--- config.mk ---
export PLATFORM = sky130hd
export DESIGN_NAME = wbu_commit_arbiter
export DESIGN_NICKNAME = d
export VERILOG_FILES = /design/src/rtl/wbu_commit_arbiter_pkg.sv /design/src/rtl/wbu_result_fifo.sv /design/src/rtl/wbu_commit_arbiter.sv
export SDC_FILE = /design/constraint.sdc
export NUM_CORES = 1
export LEC_CHECK = 0
export BUFFER_PORTS_ARGS = -buffer_cell sky130_fd_sc_hd__buf_2
export CAP_MARGIN = 20
export CELL_PAD_IN_SITES_DETAIL_PLACEMENT = 1
export CELL_PAD_IN_SITES_GLOBAL_PLACEMENT = 1
export CORE_MARGIN = 2
export CORE_UTILIZATION = 47
export DETAILED_ROUTE_END_ITERATION = 6
export PLACE_DENSITY_LB_ADDON = 0.1
export SLEW_MARGIN = 20
export SYNTH_ARGS = -nofsm -noshare
export SYNTH_HDL_FRONTEND = slang
export SYNTH_SLANG_ARGS = --single-unit
export TNS_END_PERCENT = 30
--- constraint.sdc ---
create_clock -name clk -period 9.8 [get_ports clk]
set_input_delay 0.49 -clock clk [delete_from_list [all_inputs] [get_ports clk]]
set_output_delay 0.49 -clock clk [all_outputs]
set_load 0.03 [all_outputs]
--- src/rtl/wbu_commit_arbiter_pkg.sv ---
`default_nettype none
// ============================================================================
// Module      : wbu_commit_arbiter_pkg
// Description : Shared types and constants for the dual-way writeback unit.
// Revision    : 1.0 - initial release
// ============================================================================
package wbu_commit_arbiter_pkg;

    localparam int PID_W   = 2;
    localparam int WB_XLEN = 64;

    // Head pID shown on each port while its FIFO is empty
    localparam logic [PID_W-1:0] PID_WAY0_INIT = 2'b00;
    localparam logic [PID_W-1:0] PID_WAY1_INIT = 2'b01;

    typedef struct packed {
        logic               we;
        logic [4:0]         addr;
        logic [WB_XLEN-1:0] data;
        logic [PID_W-1:0]   pid;
    } wb_entry_t;

endpackage : wbu_commit_arbiter_pkg
`default_nettype wire

--- src/rtl/wbu_result_fifo.sv ---
`default_nettype none
// ============================================================================
// Module      : wbu_result_fifo
// Description : Small result FIFO with head peek, full and empty flags.
// Revision    : 1.0 - initial release
// ============================================================================
module wbu_result_fifo
    import wbu_commit_arbiter_pkg::*;
#(
    parameter int  DEPTH = 2,
    parameter type T     = wb_entry_t
) (
    input  logic clk,
    input  logic rst,
    input  logic i_push,
    input  T     i_push_data,
    input  logic i_pop,
    output T     o_head,
    output logic o_full,
    output logic o_empty
);

    localparam int AW = $clog2(DEPTH);

    logic [AW:0] r_wr_ptr;
    logic [AW:0] r_rd_ptr;
    T            r_mem [DEPTH];

    // Pointer update; the extra top bit separates full from empty
    always_ff @(posedge clk or posedge rst) begin
        if (rst) begin
            r_wr_ptr <= '0;
            r_rd_ptr <= '0;
        end else begin
            if (i_push && !o_full) begin
                r_wr_ptr <= r_wr_ptr + {{AW{1'b0}}, 1'b1};
            end
            if (i_pop && !o_empty) begin
                r_rd_ptr <= r_rd_ptr + {{AW{1'b0}}, 1'b1};
            end
        end
    end

    // Storage write; contents need no reset because the pointers gate visibility
    always_ff @(posedge clk) begin
        if (i_push && !o_full) begin
            r_mem[r_wr_ptr[AW-1:0]] <= i_push_data;
        end
    end

    assign o_head  = r_mem[r_rd_ptr[AW-1:0]];
    assign o_empty = (r_wr_ptr == r_rd_ptr);
    assign o_full  = (r_wr_ptr[AW] != r_rd_ptr[AW]) &&
                     (r_wr_ptr[AW-1:0] == r_rd_ptr[AW-1:0]);

endmodule : wbu_result_fifo
`default_nettype wire

--- src/rtl/wbu_commit_arbiter.sv ---
`default_nettype none
// ============================================================================
// Module      : wbu_commit_arbiter
// Description : Buffers results from two issue ways and commits them to the
//               dual-port register file in pID program order, up to two
//               per cycle.
// Revision    : 1.0 - initial release
// ============================================================================
module wbu_commit_arbiter
    import wbu_commit_arbiter_pkg::*;
#(
    parameter int DEPTH = 2,
    parameter int XLEN  = 64
) (
    input  logic             clk,
    input  logic             reset,
    input  logic             way0_valid_i,
    output logic             way0_ready_o,
    input  logic             way0_rdWriteEnable_i,
    input  logic [4:0]       way0_rdAddr_i,
    input  logic [XLEN-1:0]  way0_rdData_i,
    input  logic [PID_W-1:0] way0_pID_i,
    input  logic             way1_valid_i,
    output logic             way1_ready_o,
    input  logic             way1_rdWriteEnable_i,
    input  logic [4:0]       way1_rdAddr_i,
    input  logic [XLEN-1:0]  way1_rdData_i,
    input  logic [PID_W-1:0] way1_pID_i,
    output logic             way0_rdWriteEnable_o,
    output logic [4:0]       way0_rdAddr_o,
    output logic [XLEN-1:0]  way0_rdData_o,
    output logic [PID_W-1:0] way0_WBU_pID_o,
    input  logic             way0_ready_i,
    output logic             way1_rdWriteEnable_o,
    output logic [4:0]       way1_rdAddr_o,
    output logic [XLEN-1:0]  way1_rdData_o,
    output logic [PID_W-1:0] way1_WBU_pID_o,
    input  logic             way1_ready_i,
    output logic             pid_err_o
);

    typedef struct packed {
        logic             we;
        logic [4:0]       addr;
        logic [XLEN-1:0]  data;
        logic [PID_W-1:0] pid;
    } entry_t;

    logic [PID_W-1:0] r_next_pid;
    logic             r_pid_err;

    entry_t w_in0, w_in1, w_head0, w_head1;
    logic   w_full0, w_full1, w_empty0, w_empty1;
    logic   w_push0, w_push1, w_bad0, w_bad1;
    logic   w_commit0, w_commit1;
    logic   w_hit0, w_hit1, w_wr0, w_wr1, w_same_rd, w_old_is_way0;
    logic [PID_W-1:0] w_pid_next1;

    assign way0_ready_o = !w_full0;
    assign way1_ready_o = !w_full1;

    // Way0 only carries even pIDs, way1 only odd ones; anything else is dropped
    assign w_push0 = way0_valid_i && way0_ready_o && !way0_pID_i[0];
    assign w_push1 = way1_valid_i && way1_ready_o &&  way1_pID_i[0];
    assign w_bad0  = way0_valid_i && way0_ready_o &&  way0_pID_i[0];
    assign w_bad1  = way1_valid_i && way1_ready_o && !way1_pID_i[0];

    assign w_in0 = '{we: way0_rdWriteEnable_i, addr: way0_rdAddr_i,
                     data: way0_rdData_i, pid: way0_pID_i};
    assign w_in1 = '{we: way1_rdWriteEnable_i, addr: way1_rdAddr_i,
                     data: way1_rdData_i, pid: way1_pID_i};

    wbu_result_fifo #(.DEPTH(DEPTH), .T(entry_t)) u_fifo_way0 (
        .clk         (clk),
        .rst         (reset),
        .i_push      (w_push0),
        .i_push_data (w_in0),
        .i_pop       (w_commit0),
        .o_head      (w_head0),
        .o_full      (w_full0),
        .o_empty     (w_empty0)
    );

    wbu_result_fifo #(.DEPTH(DEPTH), .T(entry_t)) u_fifo_way1 (
        .clk         (clk),
        .rst         (reset),
        .i_push      (w_push1),
        .i_push_data (w_in1),
        .i_pop       (w_commit1),
        .o_head      (w_head1),
        .o_full      (w_full1),
        .o_empty     (w_empty1)
    );

    // Commit decision: the oldest slot (next_pid) must commit before its successor may
    always_comb begin
        w_old_is_way0 = !r_next_pid[0];
        w_pid_next1   = r_next_pid + 2'd1;
        w_hit0 = !w_empty0 && way0_ready_i &&
                 (w_head0.pid == (w_old_is_way0 ? r_next_pid : w_pid_next1));
        w_hit1 = !w_empty1 && way1_ready_i &&
                 (w_head1.pid == (w_old_is_way0 ? w_pid_next1 : r_next_pid));
        w_commit0 = w_old_is_way0 ? w_hit0 : (w_hit0 && w_hit1);
        w_commit1 = w_old_is_way0 ? (w_hit1 && w_hit0) : w_hit1;
        w_wr0 = w_commit0 && w_head0.we && (w_head0.addr != 5'd0);
        w_wr1 = w_commit1 && w_head1.we && (w_head1.addr != 5'd0);
        // When both write the same register the younger value must win
        w_same_rd = w_wr0 && w_wr1 && (w_head0.addr == w_head1.addr);
        way0_rdWriteEnable_o = w_wr0 && !(w_same_rd &&  w_old_is_way0);
        way1_rdWriteEnable_o = w_wr1 && !(w_same_rd && !w_old_is_way0);
    end

    // Head peek: regfile ready may depend on these but never on the strobes
    assign way0_rdAddr_o  = w_empty0 ? 5'd0 : w_head0.addr;
    assign way0_rdData_o  = w_empty0 ? '0   : w_head0.data;
    assign way0_WBU_pID_o = w_empty0 ? PID_WAY0_INIT : w_head0.pid;
    assign way1_rdAddr_o  = w_empty1 ? 5'd0 : w_head1.addr;
    assign way1_rdData_o  = w_empty1 ? '0   : w_head1.data;
    assign way1_WBU_pID_o = w_empty1 ? PID_WAY1_INIT : w_head1.pid;

    // Program-order pointer advances by the number of results retired this cycle
    always_ff @(posedge clk or posedge reset) begin
        if (reset) begin
            r_next_pid <= PID_WAY0_INIT;
        end else begin
            r_next_pid <= r_next_pid + PID_W'(w_commit0) + PID_W'(w_commit1);
        end
    end

    // Sticky error flag for any result arriving on the wrong way
    always_ff @(posedge clk or posedge reset) begin
        if (reset) begin
            r_pid_err <= 1'b0;
        end else if (w_bad0 || w_bad1) begin
            r_pid_err <= 1'b1;
        end
    end

    assign pid_err_o = r_pid_err;

endmodule : wbu_commit_arbiter
`default_nettype wire

Word level (Yosys, flattened, before mapping). Memory sizes are Yosys's and may differ from the RTL's. Index checks and enable logic that the tools add are counted.

Memory bits (writable): 288. Output and inout port bits: 147. Logic and storage cells: 77. Input bits: 150. Flip-flop bits (word level): 11. Memories: 2.

Eq/ne operators: 9. Reduce and logical (&&, ||, !) cells: 39. Multiplexer cells: 14. Add/subtract/negate cells: 7.

Memories: u_fifo_way0.r_mem (depth 2, bits a word 72, read ports 1, clocked after memory_dff 0, wr ports 1, line wbu_result_fifo.sv:27) `T r_mem [DEPTH];`; u_fifo_way1.r_mem (depth 2, bits a word 72, read ports 1, clocked after memory_dff 0, wr ports 1, line wbu_result_fifo.sv:27).

Operators by type and width (number): $mux W64 (2); $logic_and A1 B1 Y1 (27); $add A2 B1 Y2 const B (5); $mux W5 (2); $reduce_bool A5 Y1 (2); $logic_not A1 Y1 (9); $eq A2 B2 Y1 (4); $mux W2 (4); $mux W1 (6); $eq A5 B5 Y1 (1); $add A2 B1 Y2 (2); $eq A1 B1 Y1 (2); $ne A1 B1 Y1 (2); $logic_or A1 B1 Y1 (1).

Logic depth before layout (Yosys ltp). Gate-level depths: netlist (run 1).

Depth after elaboration: 13. Depth in mapped cells: 8. Depth with buffers taken out: 8.

Hierarchy. Synthesis (run 1) repeated with hierarchy kept, for this count alone.

Cell total of the unflattened synthesis: 700. Area, all modules: 12177.9 um2.

Modules (own cells, without submodules): wbu_result_fifo (seq. area each 4424.2 um2, cells each 251, instances 2, area each 5431.5 um2); wbu_commit_arbiter (seq. area each 75.1 um2, cells each 198, instances 1, area each 1315.0 um2).

Worst setup path before layout (run 1). No wires, ideal clock.

Path type: reg2reg. From: reg u_fifo_way0.r_rd_ptr[0]. To: mem u_fifo_way0.r_mem[0][0] (netlist name), enable pin. Buffers on the path: 1. Cell stages (with the launch flop): 5. Clock period less this slack: 6318 ps. Data required time: 9210 ps. Library setup time: 590 ps. Slack: 3482 ps. Arrival: 5727 ps. Cell sequence: dfrtp_1 -> buf_6 -> xnor2_2 -> a21bo_2 -> nor3_1.

Cells in the longest elaborated chain, start to end: 8.

RTL lines: start: declaration (line wbu_result_fifo.sv:26) `logic [AW:0] r_rd_ptr;`; start signal: assignment (line wbu_result_fifo.sv:39) `r_rd_ptr <= r_rd_ptr + {{AW{1'b0}}, 1'b1};`; $eq A1 B1 Y1 (*) (line wbu_result_fifo.sv:54) `(r_wr_ptr[AW-1:0] == r_rd_ptr[AW-1:0]);`; $logic_and A1 B1 Y1 (*) (line wbu_result_fifo.sv:53) `assign o_full = (r_wr_ptr[AW] != r_rd_ptr[AW]) &&`; $logic_not A1 Y1 (*) (line wbu_result_fifo.sv:46, wbu_commit_arbiter.sv:59); $logic_and A1 B1 Y1 (2 in series) (line wbu_commit_arbiter.sv:63) `assign w_push0 = way0_valid_i && way0_ready_o && !way0_pID_i[0];`; $logic_and A1 B1 Y1 (*) (line wbu_result_fifo.sv:46) `if (i_push && !o_full) begin`; $mux W1 (*) (line wbu_result_fifo.sv:46); $mux W1 (implied by the code) (*) (line wbu_result_fifo.sv:47) `r_mem[r_wr_ptr[AW-1:0]] <= i_push_data;`; end: declaration (line wbu_result_fifo.sv:27).

Every way passes the cells marked *; elsewhere a longest branch is shown, timed or not.

Worst setup path in the final report (run 1).
From: reg u_fifo_way1.r_rd_ptr[0]. To: out way0_rdWriteEnable_o.

Cells in the longest elaborated chain, start to end: 13. Elaborated cells on any way between the ends: 20. Those cells by class: eq/ne (3); mux (2); reduce/logical (14); memory (1).

RTL lines: start: declaration (line wbu_result_fifo.sv:26); start signal: assignment (line wbu_result_fifo.sv:39); parallel branches: the longest is 12 deep, another holds $mem_v2 Z2 W72; $logic_and A1 B1 Y1 (*) (line wbu_commit_arbiter.sv:109) `way0_rdWriteEnable_o = w_wr0 && !(w_same_rd && w_old_is_way0);`; end: declaration (line wbu_commit_arbiter.sv:29) `output logic way0_rdWriteEnable_o,`.

Mark *: on every way between the ends.

==> results of run 1 <==
==> through the flow <==
stage / cells / instance area [um^2] / hold WS, ns / power, uW / utilization
final: 1345 / 14480 / 0.1658 / 5517 / 0.5956
after global routing: 1343 / 14480 / 0.1432 / 5787 / 0.5954
after CTS: 1340 / 14470 / 0.1448 / 5594 / 0.5951
after detailed placement: 1282 / 13440 / 0.4769 / 4413 / 0.5525
after global placement: 1282 / 13440 / 0.4593 / 4359 / 0.5525
after floorplan: 688 / 11640 / 0.3424 / 3657 / -
==> how the worst min path moves through the flow <==
stage                            from                  endpoint  slack [ns]  depth (start not counted)
detailed placement          pid_err_o                 pid_err_o        0.48                          1
finish               way1_rdData_i[7]   u_fifo_way1.r_mem[0][9]        0.17                          1
global route        way1_rdData_i[44]  u_fifo_way1.r_mem[1][46]        0.14                          1
CTS                 way1_rdData_i[40]  u_fifo_way1.r_mem[0][42]        0.14                          1
global placement            pid_err_o                 pid_err_o        0.46                          1
floorplan                       reset                 pid_err_o        0.34                          1
==> report_power, final <==
| group | switching (uW) | internal, uW |
|---|---|---|
| Clock | 476 | 689 |
| Sequential | 136 | 1650 |
| Combinational | 1850 | 719 |
| Total | 2460 | 3060 |
==> flip-flops by register name, summed over array words and instances, names as in the netlist <==
| signal | count |
|---|---|
| u_fifo_way0.r_rd_ptr | 2 |
| u_fifo_way0.r_wr_ptr | 2 |
| pid_err_o | 1 |
| r_next_pid | 2 |
| u_fifo_way1.r_mem | 144 |
| u_fifo_way1.r_wr_ptr | 2 |
| u_fifo_way0.r_mem | 144 |
| u_fifo_way1.r_rd_ptr | 2 |
==> layout by cell type, fill, tap and decap left out, types with 4 or more instances in the layout <==
cell	netlist	final
edfxtp_1	288	288
nand2_1	4	4
dfrtp_1	11	9
nor2_1	150	148
xor2_1	11	11
buf_2	12	296
mux2i_1	142	142
clkinv_2	0	4
clkbuf_16	0	34
buf_4	3	8
clkbuf_1	14	8
xnor2_1	8	8
diode_2	0	5
==> cell type report <==
class | instances | area [um^2] | share of cell area
tap | 324 | 405.4 | 0.02799
multi-input combinational | 352 | 2546 | 0.1758
sequential | 299 | 8931 | 0.6166
clock buffer | 45 | 922.1 | 0.06367
timing repair buffer | 305 | 1551 | 0.1071
antenna | 5 | 12.51 | 0.0008639
inverter | 3 | 11.26 | 0.0007775
clock inverter | 12 | 103.9 | 0.007170
==> layer usage <==
layer / routed length, um / up-vias
li1: - / 3186
met1: 10740 / 3406
met4: 504 / 6
met2: 13750 / 220
met3: 1801 / 43
met5: 43 / -
==> cell families (layout without fill, tap and decap cells) <==
logic type,after synthesis,after routing,share of synthesized area
buf+inv,37,365,0.01741
fa+ha+maj,3,3,0.003869
xor+xnor,20,20,0.01569
simple gates,173,173,0.06384
compound gates,13,13,0.009672
mux,143,143,0.1231
other cells,0,5,0
flops,299,299,0.7665
==> results.json, run 1 <==
{
  "critical_path_required_ns": 9.31,
  "cts.clk_slew.worst_paths_ns": 0.06,
  "cts_sinks": 299,
  "yosys-top-cells-count": "edfxtp_1, nor2_1, mux2i_1",
  "hold_buffers": 1,
  "dr.pass1.iters": 4,
  "cts_buffers": 34,
  "syn_inst": 688,
  "start_kind": "flop",
  "synthArstFlopShare": 0.03679,
  "fp.dieW_um": 161.4,
  "cp-end-kind": "output port",
  "path_cells": "buf_4, mux2i_1, xnor2_1, and4b_1, nand3_1, o311a_1, buf_2",
  "ioPinCount": 297,
  "ir_worst_vdd_v": 0.0003049,
  "vias": 6861,
  "crit_start": "u_fifo_way1.r_rd_ptr[0]",
  "ys_seq_area_frac": 0.7665,
  "layout-drive-gt1-share": 0.3612,
  "cpMaxStageDelayCell": "buf_4",
  "nFillCells": 2338,
  "worst-path-stages": 7,
  "syn_area_per_cell_um2": 16.92,
  "maxSlewHeadroom": 0.2940,
  "path_class": "flop to output port",
  "p_leak_uw": 0.005875,
  "reg2reg_depth": 7,
  "routed_via_density": 5.101,
  "cts_max_level": 2,
  "synth_top_area_frac": 0.7428,
  "grt_max_degree": 74,
  "reg2reg_from": "u_fifo_way1.r_rd_ptr[0]",
  "reg2reg_to": "r_next_pid[1]",
  "power_density_nw_per_um2": 380.9,
  "grt_use_met1": 0.2557,
  "final_nets": 1148,
  "synth-edff-count": 288,
  "grt.met3_usage": 0.05675,
  "gp_congestion": 0.7417,
  "syn_area_um2": 11640,
  "syn_nets": 841,
  "io_buffers": 296,
  "hpwl_mm": 17.96,
  "maxCapViolCount": 0,
  "rsz0062_at_grt": "no",
  "ys.flop_type": "edfxtp_1",
  "grt_pass1_wl_mm": 40.81,
  "status": "completed",
  "fin_skew_ns": 0.01665,
  "hold_viol": 0,
  "critPathMaxStageDelay_ns": 0.77,
  "ys_ff_latch": 299,
  "wl_per_cell_um": 19.96,
  "grt.overflow.total": 0,
  "critPathMaxFanout": 50,
  "antenna_found_initial": 8,
  "grt_pass1_vias": 7349,
  "fin_crit_sh": 0.4074,
  "wl_mm": 26.84,
  "clk_path_buf_depth": 3,
  "row_count": 57,
  "yosysUniqueCellTypes": 36,
  "pre_cts_slack_ns": 6.311,
  "fmax_ghz": 0.2505,
  "crit_arrival_ns": 3.50,
  "cp_top_family": "buffers and inverters",
  "fin_crit_ns": 3.993,
  "synth_warnings": 0,
  "tightest_slew_ns": 1.059,
  "cp.buffers_inverters": 2,
  "synthToLayoutAreaGrowth_pct": 24.41,
  "drtIter0Drc": 317,
  "final-setup-viol-count": 0,
  "synth_area_leaders": "edfxtp_1, mux2i_1, nor2_1, dfrtp_1, xor2_1",
  "grt.busiest_layer": "met2",
  "rrSetupSlack_ns": 6.50,
  "hold_path.class": "input pin to flop",
  "core_area_um2": 24320,
  "post_cts_resize_count": 0,
  "cts_tree": "built",
  "drcViolationCount": 0,
  "clock-root-buffer": "clkbuf_16",
  "fin_setup_tns_ns": 0,
  "yosysTopAreaCell": "edfxtp_1",
  "setup_ws_ns": 5.807,
  "crit_path_end": "way0_rdWriteEnable_o",
  "start_util": 0.4787,
  "ant_nets": 0,
  "synth_most_common_cell": "edfxtp_1",
  "drv_slew": 0,
  "grtUsageTotal": 0.2035,
  "insertion_delay_ns": 0.51,
  "dieHeight_um": 161.4,
  "gr-usage-met2": 0.3460,
  "dieArea_um2": 26050,
  "post-cts-setup-buffers": 0
}
Power figures use the tool's default switching activity.
==> run 2, diff against run 1 <==
--- a/config.mk
+++ b/config.mk
@@ -10,7 +10,7 @@
 export CELL_PAD_IN_SITES_DETAIL_PLACEMENT = 1
 export CELL_PAD_IN_SITES_GLOBAL_PLACEMENT = 1
 export CORE_MARGIN = 2
-export CORE_UTILIZATION = 47
+export CORE_UTILIZATION = 44
 export DETAILED_ROUTE_END_ITERATION = 6
 export PLACE_DENSITY_LB_ADDON = 0.1
 export SLEW_MARGIN = 20
==> constraint.sdc (replaced) <==
create_clock -name clk -period 3.8 [get_ports clk]
set_input_delay 0.19 -clock clk [delete_from_list [all_inputs] [get_ports clk]]
set_output_delay 0.19 -clock clk [all_outputs]
set_load 0.03 [all_outputs]
==> results.json, run 2 (same netlist as run 1, synthesis figures left out) <==
{
  "status": "completed",
  "hold_path.class": "input pin to flop",
  "insertion_delay_ns": 0.54,
  "maxCapViolCount": 0,
  "synthToLayoutAreaGrowth_pct": 36.93,
  "grt_max_degree": 74,
  "cts_buffers": 31,
  "dieArea_um2": 27780,
  "critical_path_required_ns": 3.61,
  "post_cts_resize_count": 0,
  "drtIter0Drc": 353,
  "clk_path_buf_depth": 3,
  "stdcell_area_um2": 15940,
  "hpwl_mm": 17.14,
  "start_kind": "flop",
  "post-cts-setup-buffers": 0,
  "maxSlewHeadroom": 0.4518,
  "nFillCells": 2501,
  "cpMaxStageDelayCell": "dfrtp_4",
  "fmax_ghz": 0.3212,
  "vias": 7318,
  "layout-drive-gt1-share": 0.3090,
  "dieHeight_um": 166.7,
  "fin_setup_tns_ns": 0,
  "drv_slew": 0,
  "hold_viol": 0,
  "grt_pass1_vias": 7997,
  "wl_mm": 28.08,
  "rsz0062_at_grt": "no",
  "routed_via_density": 4.885,
  "fin_cells": 1498,
  "path_cells": "mux2i_1, xnor2_1, nand4b_4, a21oi_2, o311a_1, buf_2",
  "io_buffers": 296,
  "tightest_slew_ns": 0.8223,
  "ir_worst_vdd_v": 0.0006731,
  "fin_crit_sh": 0.8193,
  "ant_nets": 0,
  "critPathMaxStageDelay_ns": 0.97,
  "pre_cts_slack_ns": 1.039,
  "drcViolationCount": 0,
  "core_area_um2": 25980,
  "p_leak_uw": 0.006452,
  "clock-root-buffer": "clkbuf_16",
  "setup_ws_ns": 0.6868,
  "dpl.cell_count": 1294,
  "critPathMaxFanout": 48,
  "row_count": 59,
  "cts_sinks": 299,
  "power_density_nw_per_um2": 894.6,
  "grt_pass1_wl_mm": 43.88,
  "fin_skew_ns": 0.008105,
  "final_nets": 1292,
  "grtUsageTotal": 0.1993,
  "final-setup-viol-count": 0,
  "gp_congestion": 0.7518,
  "path_class": "flop to output port",
  "final_cell_mix": "buf_2, edfxtp_1, nor2_1, dlygate4sd3_1, mux2i_1",
  "start_util": 0.4480,
  "cts.clk_slew.worst_paths_ns": 0.06,
  "wl_per_cell_um": 18.75,
  "layout_commonest_cell": "buf_2",
  "design_power_total_uw": 14260,
  "placedInstanceArea_um2": 13540,
  "antenna_found_initial": 1,
  "fp.dieW_um": 166.7,
  "cts_tree": "built",
  "crit_arrival_ns": 2.92,
  "cts_max_level": 1,
  "cp-end-kind": "output port",
  "grt.overflow.total": 0,
  "fin_crit_ns": 3.113,
  "ioPinCount": 297,
  "dr.pass1.iters": 4
}
-- run 2: stage by stage --
| step | hold WS, ns | utilization |
|---|---|---|
| after global routing | 0.1220 | 0.6134 |
| final | 0.1172 | 0.6135 |
| after floorplan | 0.04244 | - |
| after global placement | 0.2340 | 0.5210 |
| after detailed placement | 0.2380 | 0.5210 |
| after CTS | 0.1000 | 0.6134 |
-- run 2: repair_timing --
item	CTS	global route
endpoints found under the hold margin	300	0
endpoints found under the setup margin	0	0
hold buffers	147	0
-- run 2: metal layers --
layer	part of all wire	track usage	up-vias
li1	-	-	3467
met1	0.40	0.2501	3587
met2	0.52	0.3579	226
met3	0.057	0.03612	38
met4	0.021	0.05022	0
met5	0	0	-
-- run 2: worst paths after layout --
check,start,endpoint,slack (ns),cells past startpoint
min in group asynchronous,reset,pid_err_o,0.23,3
worst min-delay path,way1_ready_i,u_fifo_way1.r_rd_ptr[0],0.12,4
worst min register to register,u_fifo_way1.r_wr_ptr[1],u_fifo_way1.r_wr_ptr[1],0.50,1
max in group asynchronous,reset,u_fifo_way0.r_rd_ptr[0],3.21,3
worst max-delay path,u_fifo_way0.r_rd_ptr[0],way0_rdWriteEnable_o,0.69,6
worst max register to register,u_fifo_way0.r_rd_ptr[0],r_next_pid[1],1.05,6
-- run 2: area by class of cell --
class                           count  area [um^2]  area share
Antenna cell                        1        2.502   0.0001570
Sequential cell                   299         8931      0.5602
Tap cell                          335        419.2     0.02629
Clock buffer                       40        809.5     0.05078
Clock inverter                     16        120.1    0.007535
Multi-Input combinational cell    352         2552      0.1601
Timing Repair Buffer              452         3095      0.1942
Inverter                            3        11.26   0.0007064
-- run 2: where the power goes --
part	total (uW)	leakage, uW	switching (uW)	internal (uW)
clock network	2790	0.000448	1170	1620
registers	4630	0.00276	392	4240
logic	6840	0.00325	4800	2040
-- run 2: critical path, delay by kind of cell (launching register included) --
kind,cells,cell delay (ns)
AO/OA/AOI/OAI,2,0.46
flip-flops,1,0.97
buffers and inverters,1,0.21
AND/OR/NAND/NOR,1,0.18
XOR/XNOR,1,0.22
multiplexers,1,0.35
